$ cat config.mk
export PLATFORM = sky130hd
export DESIGN_NAME = prince_sbox_sched
export DESIGN_NICKNAME = d
export VERILOG_FILES = /design/src/rtl/prince_cms_pkg.sv /design/src/rtl/prince_sbox_cms.sv /design/src/rtl/prince_sbox_sched.sv
export SDC_FILE = /design/constraint.sdc
export NUM_CORES = 1
export LEC_CHECK = 0
export CAP_MARGIN = 5
export CELL_PAD_IN_SITES_DETAIL_PLACEMENT = 0
export CELL_PAD_IN_SITES_GLOBAL_PLACEMENT = 1
export CORE_ASPECT_RATIO = 0.6
export CORE_MARGIN = 2
export CORE_UTILIZATION = 37
export CTS_CLUSTER_DIAMETER = 80
export DETAILED_ROUTE_END_ITERATION = 7
export PLACE_DENSITY = 0.86
export SLEW_MARGIN = 25
export SYNTH_ARGS = -nofsm -noshare
export SYNTH_HDL_FRONTEND = slang
export SYNTH_HIERARCHICAL = 1
export SYNTH_SLANG_ARGS = --single-unit
$ cat constraint.sdc
create_clock -name clk -period 4.4 [get_ports clk]
set_input_delay 0.66 -clock clk [delete_from_list [all_inputs] [get_ports clk]]
set_output_delay 0.66 -clock clk [all_outputs]
set_load 0.05 [all_outputs]
$ cat src/rtl/prince_cms_pkg.sv
// Shared types and constants for the masked PRINCE S-box scheduler.
package prince_cms_pkg;

  // One 64-bit PRINCE state is sixteen 4-bit nibbles.
  localparam int NNIB  = 16;
  localparam int NIB_W = 4;

  typedef logic [3:0] nib_idx_t;

  typedef enum logic [1:0] {
    IDLE,
    ISSUE,
    DRAIN,
    DONE
  } fsm_t;

  // Unmasked PRINCE S-box; nibble i holds S(i).
  // Reference values only. The masked core derives its own algebraic form.
  localparam logic [63:0] PRINCE_SBOX = 64'h4D5E_0876_19CA_23FB;

  function automatic logic [3:0] sbox_nib(input logic [3:0] x);
    return PRINCE_SBOX[4*x +: 4];
  endfunction

  // Apply the S-box to all sixteen nibbles of an unshared state.
  function automatic logic [63:0] sbox_layer(input logic [63:0] x);
    logic [63:0] y;
    y = '0;
    for (int i = 0; i < NNIB; i++) begin
      y[NIB_W*i +: NIB_W] = sbox_nib(x[NIB_W*i +: NIB_W]);
    end
    return y;
  endfunction

endpackage

$ cat src/rtl/prince_sbox_cms.sv
// Two-share masked PRINCE S-box.
// Each output bit is written in algebraic normal form. Every monomial is
// expanded over the share domains into cross-terms. One cross-term index s
// (bit b set = use share 1 of input bit b, clear = use share 0) collects
// every product that has exactly that share choice. So no single term ever
// sees both shares of one input bit.
// The terms are refreshed with fresh randomness and then registered. After
// that they are compressed into the two output shares and registered again.
// Extra stages beyond two are plain delay.
module prince_sbox_cms #(
  parameter int NSHARES = 2,
  parameter int LATENCY = 2,
  parameter int RAND_W  = 4
) (
  input  logic                 clk,
  input  logic [NSHARES*4-1:0] x_sh_i,
  input  logic [RAND_W-1:0]    rnd_i,
  output logic [NSHARES*4-1:0] y_sh_o
);

  // ANF coefficients of the PRINCE S-box: bit 16*o+m set means that
  // monomial m (the product of input bits set in m) appears in output bit o.
  localparam logic [63:0] ANF = 64'h39C5_4F0A_44E1_13D9;

  logic [3:0]          x0;
  logic [3:0]          x1;
  logic [63:0]         term_d;
  logic [63:0]         term_q;
  logic [NSHARES*4-1:0] comp;
  logic [NSHARES*4-1:0] dly_q [LATENCY-1];

  assign x0 = x_sh_i[3:0];
  assign x1 = x_sh_i[7:4];

  // Build the share-domain cross-terms and refresh them with randomness.
  // The same random bit enters one share-0 term and one share-1 term, so it
  // cancels only in the recombined value.
  always_comb begin
    logic prod;
    // NOTE: every variable gets a default before any conditional update, so
    // no path leaves it unassigned and no latch is inferred.
    term_d = '0;
    prod   = 1'b0;
    for (int o = 0; o < 4; o++) begin
      for (int s = 0; s < 16; s++) begin
        for (int m = 0; m < 16; m++) begin
          if (ANF[16*o + m] && ((m & s) == s)) begin
            prod = 1'b1;
            for (int b = 0; b < 4; b++) begin
              if (m[b]) prod = prod & (s[b] ? x1[b] : x0[b]);
            end
            term_d[16*o + s] = term_d[16*o + s] ^ prod;
          end
        end
      end
      term_d[16*o]      = term_d[16*o]      ^ rnd_i[o % RAND_W];
      term_d[16*o + 15] = term_d[16*o + 15] ^ rnd_i[o % RAND_W];
    end
  end

  // Compress registered terms: s[3]==0 terms form share 0, the rest share 1.
  always_comb begin
    comp = '0;
    for (int o = 0; o < 4; o++) begin
      for (int s = 0; s < 16; s++) begin
        if (s < 8) comp[o]     = comp[o]     ^ term_q[16*o + s];
        else       comp[4 + o] = comp[4 + o] ^ term_q[16*o + s];
      end
    end
  end

  // Term register, output share register and any extra delay stages.
  // NOTE: this datapath has no reset. Stale contents are harmless because
  // the scheduler's tag pipe decides which outputs are used.
  always_ff @(posedge clk) begin
    // NOTE: non-blocking assignments so every stage samples the value from
    // before the edge. That is what gives a true shift behaviour.
    term_q   <= term_d;
    dly_q[0] <= comp;
    for (int i = 1; i < LATENCY - 1; i++) begin
      dly_q[i] <= dly_q[i-1];
    end
  end

  assign y_sh_o = dly_q[LATENCY-2];

endmodule

$ cat src/rtl/prince_sbox_sched.sv
// Serial scheduler around one shared masked PRINCE S-box core.
// It takes a shared 64-bit state and issues one nibble per cycle for which
// randomness is available. A tag pipe tracks which core outputs are real.
// Each real output is written back, share-wise and in issue order, into the
// shared result state. Shares are only ever selected and routed, never
// combined.
module prince_sbox_sched
  import prince_cms_pkg::*;
#(
  parameter int NSHARES = 2,
  parameter int LATENCY = 2,
  parameter int RAND_W  = 4
) (
  input  logic                  clk,
  input  logic                  rst,
  input  logic                  start_valid,
  output logic                  start_ready,
  input  logic [NSHARES*64-1:0] state_in_sh,
  input  logic [RAND_W-1:0]     rnd_in,
  input  logic                  rnd_valid,
  output logic                  rnd_ready,
  output logic [NSHARES*64-1:0] state_out_sh,
  output logic                  busy,
  output logic                  done
);

  localparam int       SH_W     = NNIB * NIB_W;
  localparam nib_idx_t LAST_NIB = nib_idx_t'(NNIB - 1);

  fsm_t                     state_q;
  fsm_t                     state_d;
  nib_idx_t                 issue_cnt_q;
  nib_idx_t                 issue_cnt_d;
  nib_idx_t                 ret_cnt_q;
  nib_idx_t                 ret_cnt_d;
  logic [NSHARES*SH_W-1:0]  in_reg_q;
  logic [NSHARES*SH_W-1:0]  out_q;
  logic [LATENCY-1:0]       tag_q;
  logic                     load_in;
  logic                     issue_fire;
  logic                     wb_fire;
  logic [NSHARES*NIB_W-1:0] core_x;
  logic [NSHARES*NIB_W-1:0] core_y;
  logic [RAND_W-1:0]        core_rnd;

  // The oldest tag marks a core output that belongs to an issued nibble.
  assign wb_fire      = tag_q[LATENCY-1];
  assign state_out_sh = out_q;

  // Next state, counter updates and handshake outputs.
  always_comb begin
    state_d     = state_q;
    issue_cnt_d = issue_cnt_q;
    ret_cnt_d   = ret_cnt_q;
    start_ready = 1'b0;
    rnd_ready   = 1'b0;
    busy        = 1'b0;
    done        = 1'b0;
    load_in     = 1'b0;
    issue_fire  = 1'b0;

    if (wb_fire) ret_cnt_d = ret_cnt_q + 4'd1;

    case (state_q)
      IDLE: begin
        start_ready = 1'b1;
        if (start_valid) begin
          load_in     = 1'b1;
          issue_cnt_d = '0;
          ret_cnt_d   = '0;
          state_d     = ISSUE;
        end
      end
      ISSUE: begin
        rnd_ready = 1'b1;
        busy      = 1'b1;
        if (rnd_valid) begin
          issue_fire  = 1'b1;
          issue_cnt_d = issue_cnt_q + 4'd1;
          if (issue_cnt_q == LAST_NIB) state_d = DRAIN;
        end
      end
      DRAIN: begin
        busy = 1'b1;
        if (wb_fire && (ret_cnt_q == LAST_NIB)) state_d = DONE;
      end
      DONE: begin
        done    = 1'b1;
        state_d = IDLE;
      end
      default: state_d = IDLE;
    endcase

    // While reset is held, no handshake output or issue may show through.
    if (rst) begin
      start_ready = 1'b0;
      rnd_ready   = 1'b0;
      busy        = 1'b0;
      done        = 1'b0;
      issue_fire  = 1'b0;
    end
  end

  // Core input mux: share k of the issued nibble comes only from share k.
  // Bubble cycles drive all-zero data and randomness.
  always_comb begin
    core_x   = '0;
    core_rnd = '0;
    if (issue_fire) begin
      for (int k = 0; k < NSHARES; k++) begin
        core_x[k*NIB_W +: NIB_W] = in_reg_q[k*SH_W + NIB_W*int'(issue_cnt_q) +: NIB_W];
      end
      core_rnd = rnd_in;
    end
  end

  // Control state, counters, tag pipe and share-wise result write-back.
  always_ff @(posedge clk) begin
    if (rst) begin
      state_q     <= IDLE;
      issue_cnt_q <= '0;
      ret_cnt_q   <= '0;
      tag_q       <= '0;
      out_q       <= '0;
    end else begin
      state_q     <= state_d;
      issue_cnt_q <= issue_cnt_d;
      ret_cnt_q   <= ret_cnt_d;
      tag_q       <= {tag_q[LATENCY-2:0], issue_fire};
      if (wb_fire) begin
        for (int k = 0; k < NSHARES; k++) begin
          out_q[k*SH_W + NIB_W*int'(ret_cnt_q) +: NIB_W] <= core_y[k*NIB_W +: NIB_W];
        end
      end
    end
  end

  // Snapshot of the accepted input state, held for the whole run.
  always_ff @(posedge clk) begin
    if (load_in) in_reg_q <= state_in_sh;
  end

  prince_sbox_cms #(
    .NSHARES (NSHARES),
    .LATENCY (LATENCY),
    .RAND_W  (RAND_W)
  ) u_core (
    .clk    (clk),
    .x_sh_i (core_x),
    .rnd_i  (core_rnd),
    .y_sh_o (core_y)
  );

endmodule

Word-level counts from Yosys, hierarchy flattened
Memory sizes are Yosys's and may differ from the RTL's.
Index checks and enable logic that the tools add are counted.

word-level totals
  bits in registers = 321
  RAM bits = 8
  output and inout port bits = 132
  logic and storage cells = 243
  memories = 1

memory list
  memory        depth  width  rd ports  clocked after memory_dff  write ports  RTL line               text
  u_core.dly_q  1      8      1         0                         1            prince_sbox_cms.sv:30  logic [NSHARES*4-1:0] dly_q [LATENCY-1];

operators by class
  $add $sub $neg = 6
  equal/unequal tests = 9
  shifts and indexed selects = 6
  muxes and demuxes = 28
  bitwise logic cells = 180
  reductions and logical operators = 6

operators with widths
  kind                                                    number
  bitwise mux 128 bit                                     2
  variable shift 4 x 33 -> 128 bit, first input constant  2
  variable part select 4 x 33 -> 128 bit                  2
  variable part select 128 x 7 -> 4 bit                   1
  variable part select 128 x 9 -> 4 bit                   1
  bitwise XOR 1 bit                                       121
  AND 1 bit                                               56
  negation 6 -> 33 bit                                    1
  negation 8 -> 33 bit                                    1
  2-to-1 mux 4 bit                                        6
  adder 7 x 6 -> 8 bit, first input constant              2
  2-to-1 mux 1 bit                                        13
  adder 4 x 1 -> 4 bit, second input constant             2
  equality test 4 bit, second input constant              2
  2-to-1 mux 2 bit                                        4
  2-to-1 mux 8 bit                                        1
  inequality test 2 bit, second input constant            4
  case mux 2 bit (4 select lines)                         1
  case mux 4 bit (2 select lines)                         1
  equality test 2 bit, second input constant              2
  AND reduction 4 bit                                     1
  inverter 1 bit                                          3
  AND reduction 3 bit                                     1
  equality test 2 x 1 -> 1 bit, second input constant     1
  4 further kinds                                         4

Longest topological paths before layout
Gate-level depths: netlist of the first run.

  word-level depth = 13
  gate-level depth with buffers = 12
  depth with buffers taken out = 9

Hierarchy
The synthesis of the first run kept the hierarchy.

modules (own cells, without submodules)
  module             instances  cells an instance  area each (um2)  seq. area each (um2)
  prince_sbox_sched  1          1022               11701.2          6646.4
  prince_sbox_cms    1          184                2005.7           1101.1

Worst setup path before layout of the first run
OpenSTA, ideal clock, no wires.

  kind = input-to-reg
  start point = in start_valid
  end point = reg issue_cnt_q[2]
  library setup time = 0.118 ns
  arrival = 4.321 ns
  setup slack = -0.038 ns
  stages on the path = 4
  buffers on the path = 0
  cells stage by stage = and2_1 -> or2_2 -> nor2b_1 -> nor2_1

between the ends
  word-level cells in the longest chain between the ends = 2

RTL lines
  element                                 RTL line                  text
  start: declaration                      prince_sbox_sched.sv:16   input logic start_valid,
  inequality test 2 bit (no source line)  -
  AND reduction 3 bit (no source line)    -
  end signal: assignment                  prince_sbox_sched.sv:127  issue_cnt_q <= issue_cnt_d;
  end: declaration                        prince_sbox_sched.sv:32   nib_idx_t issue_cnt_q;

No other way between the ends.
A chain may end at the register's enable or synchronous reset.

Final worst setup path of the first run
  start point = reg ret_cnt_q[1]
  end point = reg out_q[42], in the netlist state_out_sh[42]

between the ends
  word-level cells in the longest chain between the ends = 4
  elaborated cells between the ends (all ways) = 9
  those cells by class = 3 x add/sub; 4 x shift; 2 x mux

RTL lines
  element                                                         RTL line                  text
  start: declaration                                              prince_sbox_sched.sv:34   nib_idx_t ret_cnt_q;
  start signal: assignment                                        prince_sbox_sched.sv:128  ret_cnt_q <= ret_cnt_d;
  adder 7 x 6 -> 8 bit or negation 6 -> 33 bit (tied branches)    prince_sbox_sched.sv:132  out_q[k*SH_W + NIB_W*int'(ret_cnt_q) +: NIB_W] <= core_y[k*NIB_W +: NIB_W];
  negation 8 -> 33 bit (tied with other cells)                    prince_sbox_sched.sv:132
  variable part select 4 x 33 -> 128 bit (tied with other cells)  prince_sbox_sched.sv:132
  bitwise mux 128 bit (*)                                         prince_sbox_sched.sv:132
  end signal: indexed assignment                                  prince_sbox_sched.sv:132
  end: declaration                                                prince_sbox_sched.sv:37   logic [NSHARES*SH_W-1:0] out_q;

Mark *: on every way between the ends. The rest lies on a longest branch, timed or not.

==> results of run 1 <==
## Yosys cell counts (12+ instances only)
master / count / area [um^2]
nor2_1: 113 / 424.2
mux2i_1: 75 / 750.7
clkbuf_1: 36 / 135.1
xnor2_1: 43 / 376.6
mux4_2: 16 / 360.4
a21oi_1: 50 / 250.2
buf_2: 24 / 120.1
and2_1: 22 / 137.6
a22o_1: 29 / 254.0
o211ai_1: 12 / 90.09
nor3_1: 29 / 145.1
edfxtp_1: 128 / 3844
nand4_1: 12 / 75.07
o2bb2ai_1: 15 / 131.4
dfxtp_1: 195 / 3904
a32oi_1: 13 / 113.9
inv_1: 18 / 67.56
ha_1: 14 / 175.2
nor2b_1: 18 / 112.6
nand2_1: 95 / 356.6
o21ai_0: 27 / 135.1
and3_1: 27 / 168.9
o22ai_1: 17 / 106.4
nand3_1: 32 / 160.2
## state kept, by name (all words and copies together) (netlist names)
name	flops
u_core/dly_q	8
u_core/term_q	47
state_out_sh	128
tag_q	2
issue_cnt_q	4
in_reg_q	128
state_q	2
ret_cnt_q	4
## layout make-up
cell class              count  area, um^2  area share [%]
well taps                 476       595.6           3.331
flip-flops and latches    323        7754           43.37
inverters                  19       71.32          0.3989
clock buffers              38       885.9           4.955
repair buffers            292        2883           16.12
multi-input cells         786        5522           30.88
clock inverters            20       168.9          0.9447
## critical path: stages, from the launching register on
cell and delay [ns]:
dfxtp_1 0.55, inv_1 0.12, ha_1 0.35, ha_1 0.74, buf_4 0.26, nor2b_1 0.52, nand2_1 0.27, a21oi_1 0.29
nor2_1 0.12, a22o_1 0.28
## per-stage QoR
| stage | power (uW) | instance area (um^2) | hold WS [ns] | utilization [%] |
|---|---|---|---|---|
| 5_1_grt | 8112 | 17880 | 0.4724 | 49.10 |
| 3_3_place_gp | 5074 | 16820 | 0.4400 | 46.18 |
| 4_1_cts | 7860 | 17870 | 0.4569 | 49.08 |
| 6_report | 7794 | 17880 | 0.4480 | 49.10 |
| 2_1_floorplan | 4592 | 13710 | 0.4130 | - |
| 3_5_place_dp | 5119 | 16820 | 0.4452 | 46.18 |
## worst paths after layout
kind | cells past startpoint | from | slack (ns) | endpoint
max | 9 | ret_cnt_q[1]$_SDFF_PP0_ | 0.77 | state_out_sh[42]$_SDFFE_PP0P_
min reg2reg | 1 | u_core/term_q[26]$_DFF_P_ | 0.45 | u_core/dly_q[0][5]$_DFF_P_
min | 1 | u_core/term_q[26]$_DFF_P_ | 0.45 | u_core/dly_q[0][5]$_DFF_P_
max reg2reg | 9 | ret_cnt_q[1]$_SDFF_PP0_ | 0.77 | state_out_sh[42]$_SDFFE_PP0P_
## power groups by stage
stage	logic [uW]	clock network, uW	registers [uW]
after floorplan	832	0	3760
after global placement	1280	0	3790
after detailed placement	1310	0	3810
after CTS	1310	2800	3750
after global routing	1410	2920	3780
final	1310	2740	3740
## layer usage
metal / vias to the layer above / wire, um / GRT usage [%]
met3: 74 / 3287 / 4.939
met4: 0 / 938 / 4.790
li1: 4913 / - / -
met5: - / 0 / 0
met1: 5135 / 20240 / 32.25
met2: 409 / 17430 / 31.06
## cells by family after synthesis
family | Yosys count | synth area share, %
xor+xnor | 54 | 3.560
simple gates | 392 | 14.02
flops | 323 | 56.52
compound gates | 227 | 12.60
mux | 99 | 8.763
buf+inv | 97 | 3.259
fa+ha+maj | 14 | 1.278
==> run metrics, run 1 <==
final hold violation count 0; fillers 3,298; # resized after CTS 0; power per cell area 435.9 mW/mm^2; RSZ-0062 raised after global routing no; Die Ht 153.1 um; via count 10,530; worst skew pair latency between 0.5 and 0.6 ns; yosys warns 6; DIE AREA 0.03865 mm^2; Core Footprint between 0.03 and 0.04 mm^2; post-route setup TNS 0 ns; CP required approximately 4.9 ns; Synth Cell Area roughly 0.014 mm^2; fin. max-slew vios 0; IO buf count about 270; post-DP HPWL 30,970 um; Final Skew 0.01838 ns; Cells after Synth ~1,200; H-tree depth 1; Comb pwr share 16.8%; max_cap viols 0; CP Max Fanout 19; GRT overflow 0; Worst EP arrival 4.09 ns; DR WL/cell 21.44 um; clock sinks 323; largest net degree at the start of global routing 114; number of synthesized flops with an enable pin 128; CP Class register to register; vias per cell 5.389; Final period util 82.47%; Mapped Avg Cell Area 11.37 um^2; LEAKAGE 0.006201 uW; status complete, no violations; ANT nets after route 0; Max Freq 275.6 MHz; share of layout cells above drive strength 1 9.405%; sw power 2218 uW; vias in the first global route between 10,000 and 15,000; DRT iter0 DRCs 1,011; pre-CTS setup slack 0.9655 ns; count of final setup violators 0; commonest non-fill, non-tap cell in the layout clkdlybuf4s50_1; GRT Util Overall 21.42%; Non-Filler Instances 1,954; Die X 252.5 um; Post-Syn Nets 1,356; Clk network pwr share 35.1%; total I/O pin count 268; Cell Int Power 5576 uW; first-pass GRT wire length 63,610 um; setup bufs post-CTS 0; fin crit period 3.629 ns; Inserted Diodes 0; GPL Wtd Cong 0.9453; Slew HR 29.09%; commonest non-fill, non-tap cells in the layout clkdlybuf4s50_1, dfxtp_1, edfxtp_1; Crit. End Element register; Worst Hold Class register to register; Initial Util between 30% and 40%; fraction of the yosys area taken by sequential cells a little under three fifths; clock root cell clkbuf_16; WL final 41,890 um; Rows 54; DRC viols 0; worst slew pin tran around 1.1 ns; nets@finish 1,603; clock transition at the registers of the reported paths ~0.08 ns; hold_buf cts 0; Inserted Clock Buffers 31; CTS tree done; Startpoint Class register; drt first pass iters 5; Setup WS post-layout 0.7713 ns; post-synth cell types just over 80; switching share of power between 20 and 30%; Peak VDD IR 0.2649 mV; main flop type after synthesis dfxtp_1; antenna violations before repair 0; Layout area overhead 30.44%; asr flop ratio synth 0%; synthesized flop and latch total 323; Inst Count DP 1,896; Sequential Power Share between 40% and 50%; CTS Buffer Depth 3
Power figures use the tool's default switching activity.
==> inputs of run 2 (changes only) <==
--- a/config.mk
+++ b/config.mk
@@ -10,10 +10,10 @@
 export CELL_PAD_IN_SITES_GLOBAL_PLACEMENT = 1
 export CORE_ASPECT_RATIO = 0.6
 export CORE_MARGIN = 2
-export CORE_UTILIZATION = 37
+export CORE_UTILIZATION = 41
 export CTS_CLUSTER_DIAMETER = 80
 export DETAILED_ROUTE_END_ITERATION = 7
-export PLACE_DENSITY = 0.86
+export PLACE_DENSITY = 0.9
 export SLEW_MARGIN = 25
 export SYNTH_ARGS = -nofsm -noshare
 export SYNTH_HDL_FRONTEND = slang
==> constraint.sdc (replaced) <==
create_clock -name clk -period 3.4 [get_ports clk]
set_input_delay 0.51 -clock clk [delete_from_list [all_inputs] [get_ports clk]]
set_output_delay 0.51 -clock clk [all_outputs]
set_load 0.05 [all_outputs]
==> run 2 against run 1 <==
  * First-iteration DRC count is 9.4% higher
  * Sequential share of layout area is 0.094 points lower
  * Clock skew is 0.0067 ns lower
  * Cell count is 0.61% lower
  * Combinational power is 32% higher
  * Highest routed layer unchanged
==> run metrics, run 2 (synthesis results as in run 1) <==
Inserted Clock Buffers 31 (unchanged); CP Max Fanout 7 (-12); status complete, no violations; H-tree depth 1 (unchanged); fin. max-slew vios 0 (unchanged); DR WL/cell 21.31 um (-0.62%); Initial Util 41.95% (+4.3 points); Worst Reg2Reg Path Length in Cells 9 (unchanged); count of final setup violators 0 (unchanged); GPL Wtd Cong 0.9514 (+0.65%); Crit. End Element output pin; Inst Count DP 1,884 (-0.63%); Inserted Diodes 0 (unchanged); post-DP HPWL 30,340 um (-2.0%); CP required 2.89 ns (-1.97 ns); reg2reg end state_out_sh[67]$_SDFFE_PP0P_; fin crit period 3.153 ns; RR Startpoint ret_cnt_q[1]$_SDFF_PP0_; first-pass GRT wire length 62,830 um (-1.2%); commonest non-fill, non-tap cells in the layout clkdlybuf4s50_1, dfxtp_1, edfxtp_1; DRC viols 0 (unchanged); met3 global-route usage 6.032% (+1.1 points); DRT iter0 DRCs 1,106 (+9.4%); vias per cell 5.497 (+2.0%); clock root cell clkbuf_16; total I/O pin count 268 (unchanged); FF+latch area 0.007754 mm^2 (unchanged); Die X 240.1 um (-4.9%); clock sinks 323 (unchanged); LEAKAGE 0.006261 uW (+0.97%); total power draw 10,040 uW (+29%); Max Freq 317.2 MHz; Peak VDD IR 0.4730 mV (+79%); CP Class register to output pin; Slew HR 40.54% (+11 points); antenna violations before repair 0 (unchanged); WL final 41,380 um (-1.2%); fillers 2,877 (-13%); GRT overflow 0 (unchanged); Rows 51 (-5.6%); Startpoint Class register; multi-input logic area 0.005515 mm^2 (-0.11%); Worst EP arrival 2.64 ns (-1.45 ns); GRT Util Overall 23.34% (+1.9 points); worst slew pin tran 0.8886 ns (-0.1751 ns); nets@finish 1,617 (+0.87%); Worst Hold Class input pin to register; R2R setup slack 0.29 ns (-0.48 ns); # resized after CTS 0 (unchanged); Core Footprint 0.03267 mm^2 (-10%); final hold violation count 0 (unchanged); clock transition at the registers of the reported paths 0.07 ns (about the same); Layout area overhead 30.73%; setup bufs post-CTS 0 (unchanged); CTS tree done; drt first pass iters 6 (+1); GR peak layer met1; share of layout cells above drive strength 1 10.12% (+0.72 points); CTS Buffer Depth 3 (unchanged); Final period util 92.73%; met1 global-route usage 34.86% (+2.6 points); critical-path cell list inv_1 -> ha_1 -> nor2b_1 -> clkdlybuf4s50_1; hold_buf cts 0 (unchanged); post-layout util 54.84% (+5.7 points); commonest non-fill, non-tap cell in the layout clkdlybuf4s50_1; hold endpoint state_q[1]$_SDFFE_PP0P_; via count 10,680 (+1.4%); worst skew pair latency 0.57 ns (-0.02 ns); Worst Hold Depth 2 (+1); post-route setup TNS 0 ns (unchanged); met2 Use GR 33.74% (+2.7 points); ANT nets after route 0 (unchanged); hold_sp rst; largest net degree at the start of global routing 73 (-36%); Final Skew 0.01165 ns (-0.006736 ns); RSZ-0062 raised after global routing no; DIE AREA 0.03496 mm^2 (-9.6%); vias in the first global route 10,610 (+2.0%); Crit-path slowest cell clkdlybuf4s50_1; power per cell area 560.6 mW/mm^2 (+29%); Hold WS 0.1999 ns (-0.2481 ns); Non-Filler Instances 1,942 (-0.61%); max_cap viols 0 (unchanged); IO buf count 267 (unchanged); Die Ht 145.6 um (-4.9%); CP max stage delay 0.93 ns (+0.19 ns)
run 2: metrics by stage:
stage	cell area (um^2)	setup WS [ns]
after floorplan	13710	0.4207
after global placement	16880	0.4859
after detailed placement	16880	0.3456
after CTS	17920	0.2401
after global routing	17920	0.03053
final	17920	0.2470
run 2: layer usage:
metal | routed length, um | part of all wire, % | vias up
li1 | - | - | 4937
met1 | 19500 | 47 | 5169
met2 | 17150 | 41 | 504
met3 | 3836 | 9.3 | 65
met4 | 899 | 2.2 | 0
met5 | 0 | 0 | -
run 2: cell type report:
| type | instances | area share (%) |
|---|---|---|
| clock buffer | 39 | 4.895 |
| clock inverter | 19 | 0.9078 |
| inverter | 19 | 0.3980 |
| multi-input combinational | 786 | 30.78 |
| sequential | 323 | 43.27 |
| tap | 450 | 3.142 |
| timing repair buffer | 306 | 16.60 |
run 2: how the worst max path moves through the flow:
stage	from	endpoint	slack (ns)	depth (start not counted)
detailed placement	ret_cnt_q[1]$_SDFF_PP0_	state_out_sh[67]$_SDFFE_PP0P_	0.35	9
global route	state_q[1]$_SDFFE_PP0P_	rnd_ready	0.03	4
floorplan	state_q[1]$_SDFFE_PP0P_	u_core/term_q[4]$_DFF_P_	0.42	11
global placement	ret_cnt_q[1]$_SDFF_PP0_	state_out_sh[67]$_SDFFE_PP0P_	0.49	9
finish	state_q[1]$_SDFFE_PP0P_	rnd_ready	0.25	4
CTS	state_q[1]$_SDFFE_PP0P_	rnd_ready	0.24	4
run 2: report_power, final:
part | internal [uW] | switching, uW
Clock | 1980 | 1510
Combinational | 704 | 1020
Sequential | 4570 | 258
run 2: worst max-delay path: cells and delay by family (launching register included):
family,cells,cell delay [ns]
adders and majority gates,1,0.28
DFF,1,0.34
and+or+nand+nor,1,0.41
buffers and inverters,2,1.04
